[config.mk]
export PLATFORM = sky130hd
export DESIGN_NAME = dds_phase_sine
export DESIGN_NICKNAME = d
export VERILOG_FILES = /design/src/rtl/dds_phase_sine.sv
export SDC_FILE = /design/constraint.sdc
export NUM_CORES = 1
export LEC_CHECK = 0
export ABC_AREA = 1
export BUFFER_PORTS_ARGS = -buffer_cell sky130_fd_sc_hd__buf_2
export CAP_MARGIN = 20
export CORE_UTILIZATION = 59
export CTS_CLUSTER_SIZE = 16
export DETAILED_ROUTE_END_ITERATION = 12
export PLACE_DENSITY = 0.91
export SYNTH_ARGS = -nofsm -noshare
export SYNTH_HDL_FRONTEND = slang
export SYNTH_SLANG_ARGS = --single-unit
[constraint.sdc]
create_clock -name CLK -period 3.6 [get_ports CLK]
set_clock_uncertainty 0.05 [all_clocks]
set_input_delay 0.18 -clock CLK [delete_from_list [all_inputs] [get_ports CLK]]
set_output_delay 0.18 -clock CLK [all_outputs]
set_load 0.005 [all_outputs]
[src/rtl/dds_phase_sine.sv]
// DDS output stage: phase accumulator with phase-coherent FTW switching,
// followed by a two-stage quarter-wave sine lookup producing signed samples.
module dds_phase_sine #(
   parameter int PHASE_W = 16,
   parameter int ADDR_W  = 8,
   parameter int AMP_W   = 12
) (
   input  logic               CLK,
   input  logic               RESET,
   input  logic               EN,
   input  logic [PHASE_W-1:0] FTW_IN,
   input  logic               FTW_VALID,
   output logic               FTW_READY,
   input  logic [PHASE_W-1:0] PHASE_OFS,
   input  logic               SYNC,
   output logic [PHASE_W-1:0] PHASE_OUT,
   output logic [AMP_W-1:0]   OUT,
   output logic               OUT_VALID
);

   localparam int     Q      = 2**(ADDR_W-2);
   localparam int     MW     = AMP_W-1;
   localparam int     STAGES = 2;
   localparam int     FX     = 30;
   localparam longint AMP    = (64'sd1 <<< (AMP_W-1)) - 64'sd1;

   // Fixed-point Taylor series so the table is a pure elaboration-time constant.
   function automatic logic [Q*MW-1:0] build_rom();
      logic [Q*MW-1:0] rom;
      longint pi_fx, one, x, x2, term, acc, m;
      rom   = '0;
      one   = 64'sd1 <<< FX;
      pi_fx = 64'sd3373259426;
      for (int i = 0; i < Q; i++) begin
         x    = (pi_fx * longint'(2*i+1) + longint'(2*Q)) / longint'(4*Q);
         x2   = (x * x) >>> FX;
         term = x;
         acc  = x;
         for (int k = 1; k < 10; k++) begin
            term = -(((term * x2) >>> FX) / longint'((2*k)*(2*k+1)));
            acc  = acc + term;
         end
         m = (AMP * acc + (one >>> 1)) >>> FX;
         if (m > AMP) m = AMP;
         rom[i*MW +: MW] = m[MW-1:0];
      end
      return rom;
   endfunction

   localparam logic [Q*MW-1:0] ROM = build_rom();

   logic [PHASE_W-1:0]  phase, ftw_act, ftw_pend;
   logic                pending;
   logic [STAGES:0]     vld_pipe;
   logic [MW-1:0]       mag1;
   logic                sign1;
   logic [AMP_W-1:0]    out_r;

   logic [PHASE_W:0]    acc_sum;
   logic                accept, apply;
   logic [ADDR_W-1:0]   p;
   logic [1:0]          quad;
   logic [ADDR_W-3:0]   idx, addr;
   logic [MW-1:0]       rom_mag;
   logic signed [AMP_W-1:0] smag;

   assign acc_sum = {1'b0, phase} + {1'b0, ftw_act};
   assign accept  = FTW_VALID & ~pending;
   // Accept cycle cannot apply: pending is still low then.
   assign apply   = pending & ((ftw_act == '0) | SYNC | (EN & acc_sum[PHASE_W]));

   assign p       = ADDR_W'((phase + PHASE_OFS) >> (PHASE_W-ADDR_W));
   assign quad    = p[ADDR_W-1:ADDR_W-2];
   assign idx     = p[ADDR_W-3:0];
   assign addr    = quad[0] ? ~idx : idx;
   assign rom_mag = ROM[addr*MW +: MW];
   assign smag    = {1'b0, mag1};

   always_ff @(posedge CLK) begin
      if (RESET) begin
         phase    <= '0;
         ftw_act  <= '0;
         ftw_pend <= '0;
         pending  <= 1'b0;
         vld_pipe <= '0;
         mag1     <= '0;
         sign1    <= 1'b0;
         out_r    <= '0;
      end else begin
         vld_pipe <= {vld_pipe[STAGES-1:0], EN};
         if (SYNC)
            phase <= '0;
         else if (EN)
            phase <= acc_sum[PHASE_W-1:0];
         if (apply) begin
            ftw_act <= ftw_pend;
            pending <= 1'b0;
         end else if (accept) begin
            ftw_pend <= FTW_IN;
            pending  <= 1'b1;
         end
         mag1  <= rom_mag;
         sign1 <= quad[1];
         if (vld_pipe[1])
            out_r <= sign1 ? -smag : smag;
      end
   end

   assign FTW_READY = ~pending;
   assign PHASE_OUT = phase;
   assign OUT       = out_r;
   assign OUT_VALID = vld_pipe[STAGES];

endmodule

==> run metrics <==
Final Setup Violations=0; FFs w/ async S/R, synth=0%; DRT antenna net count=0; arrival time at the worst endpoint=3330 ps; critical path data required time=roughly 3800 ps; Slew HR=between 50% and 60%; Worst Hold Class=primary input to flop; final worst-path cycle share=86.3%; die width=98.3 um; IO Pins=67; setup TNS=0 ps; Crit Path Category=flop to flop; status=complete, but fails checks; Leakage=approximately 0.0033 uW; IO buf count=66; Synth Cell Area=about 5500 sq um; Max VDD drop=between 0.0002 and 0.00025 V; first-pass detailed-route iteration total=11; gr ovfl total=0; row count=34; nets@finish=984; CTS Sinks=76; drt via density=approximately 5.5; violated checks=design-rule violations; post-synthesis cell count=~850; Worst-path clk slew=100 ps; initial cell density of the core=about three fifths; Final Max Slew Viols=0; vias post-DR=between 5000 and 6000; mean post-synth cell area=roughly 6.4 sq um; most instantiated cells after synthesis=nand2_1, nor2_1, inv_1; Starting DRT DRC Count=about 660; Post-Route Utilization=between 60% and 70%; gr usage total=about 28%; H-tree depth=3; Crit. End Element=flop; clk buf depth=2; EDFF count, synth=0; syn nets=929; CTS Buf Count=9; top post-synthesis cells by area=dfxtp_1, nand2_1, ha_1; Post-CTS Setup Bufs=0; area leader, netlist=dfxtp_1; crit path max fanout=8; minimum clock period=just over 3000 ps; CTS tree=built; Yosys top cell area share=around 28%; die height=about 98 um; pwr dens=451 nW/um^2; first-pass GRT wire length=approximately 22000 um; count of final hold-check violations=0; Layout area overhead=10.2%; # DRC=1; number of global-route vias before repair=4882; initial antenna violation count=0; Yosys reg bits=between 70 and 80; largest net degree at the start of global routing=34; post-synthesis cell type count=between 40 and 50; Layout Cells excl Fill=1019; overall power=roughly 2700 uW; warnings from Yosys=0; die area=slightly below 10000 sq um; CTS root buf=clkbuf_8; latest clock arrival within the worst-skew pair=roughly 370 ps; # diodes=0; Synth Flop Type=dfxtp_1; MaxCap Viol Count=0; WL/cell=roughly 13 um; Max Clk Rate=about 320 MHz; Final HPWL DP=9730 um; share of layout cells above drive strength 1=a little over an eighth; post-synthesis sequential area ratio=between 20 and 30%; Startpoint Class=flop; RSZ-0062 raised after global routing=false; routability cong.=0.985; Core Box Area=roughly 8800 sq um; most common cell in the netlist=nand2_1; Routed WL=approximately 13000 um; Slew @ Worst Pin=approximately 720 ps; placed insts=1000
==> flip-flops by register name, indices dropped and copies added (netlist names) <==
signal / cells
OUT: 12
PHASE_OUT: 16
ftw_act: 16
ftw_pend: 16
mag1: 11
pending: 1
sign1: 1
vld_pipe: 3
==> cells in the final DEF (no fill, tap or decap), types with 4 or more instances in the layout <==
cell,Yosys,final
o21ai_0,63,63
o211ai_1,4,4
inv_2,5,5
ha_1,40,40
inv_6,0,4
xnor2_1,8,8
buf_2,3,66
nor3_1,6,6
a21oi_1,48,48
nand2_2,14,14
inv_1,86,86
clkbuf_8,0,9
nand3_2,4,4
o21ai_1,7,7
nand3_1,74,74
nand2_4,10,10
nor2_1,133,133
nand3b_1,4,4
dfxtp_1,76,76
nand2_1,203,203
nor4_1,5,5
xor2_1,12,12
==> logic make-up (layout without fill, tap and decap cells) <==
kind of cell    after synthesis  count (layout)  share of synthesized area, %
buf+inv                     119             179                          9.26
compound gates              134             134                          13.3
simple gates                461             461                          36.9
fa+ha+maj                    41              41                          9.51
flops                        76              76                          27.8
xor+xnor                     20              20                          3.20
==> report_power, final <==
group	leakage, uW	switching (uW)	internal, uW	total, uW
combinational	0.00254	638	347	985
clock	0.000109	387	340	727
sequential	0.000626	77.4	929	1010
==> layout make-up <==
cell class              instances  area, sq um
multi-input cells             656         3440
fillers                       741         2820
flip-flops and latches         76         1520
repair buffers                 71          375
inverters                      92          345
well taps                     108          135
clock buffers                   9          124
clock inverters                 7         87.6
==> path summary, 6_finish.rpt <==
| kind | startpoint | endpoint | slack, ps | cells past startpoint |
|---|---|---|---|---|
| hold / removal | FTW_IN[12] | ftw_pend[12] | 0.7 | 3 |
| hold reg to reg | vld_pipe[0] | vld_pipe[1] | 390 | 2 |
| setup reg to reg | PHASE_OUT[12] | mag1[1] | 490 | 20 |
| setup / recovery | PHASE_OUT[12] | mag1[1] | 490 | 20 |
==> critical path: stages (launching register included) <==
cell and delay, ps:
dfxtp_1 460, ha_1 330, nand2_2 110, inv_1 40, nand2_1 50, nand2_1 70, a21oi_4 170, nand3_1 170
nand2_4 150, nand2_1 70, nand2_2 140, inv_1 140, ha_1 370, inv_1 150, nand2_1 110, nor2_1 110
nor2_1 50, nand2_1 70, nand3_1 60, nand2_1 70, nor2_1 40
==> routing by layer <==
metal,vias to the layer above,GRT usage [%],part of all wire (%)
met3,33,4.80,8.3
li1,2869,-,-
met1,2452,36.3,45
met2,241,44.4,45
met5,-,0,0
met4,0,11.8,2.1
==> metrics by stage <==
stage          setup WS [ps]  instance area, sq um  hold slack [ps]
2_1_floorplan            876                  5470              297
3_3_place_gp             627                  5790              350
3_5_place_dp             552                  5790              363
4_1_cts                  542                  6010            0.890
5_1_grt                  228                  6030             13.6
6_report                 495                  6030            0.682
==> what timing repair did <==
action,CTS,global route
hold buffers,1,2
hold endpoints to repair,1,2
resized for setup,0,0
Note: power is estimated with default switching activity, not from simulation.
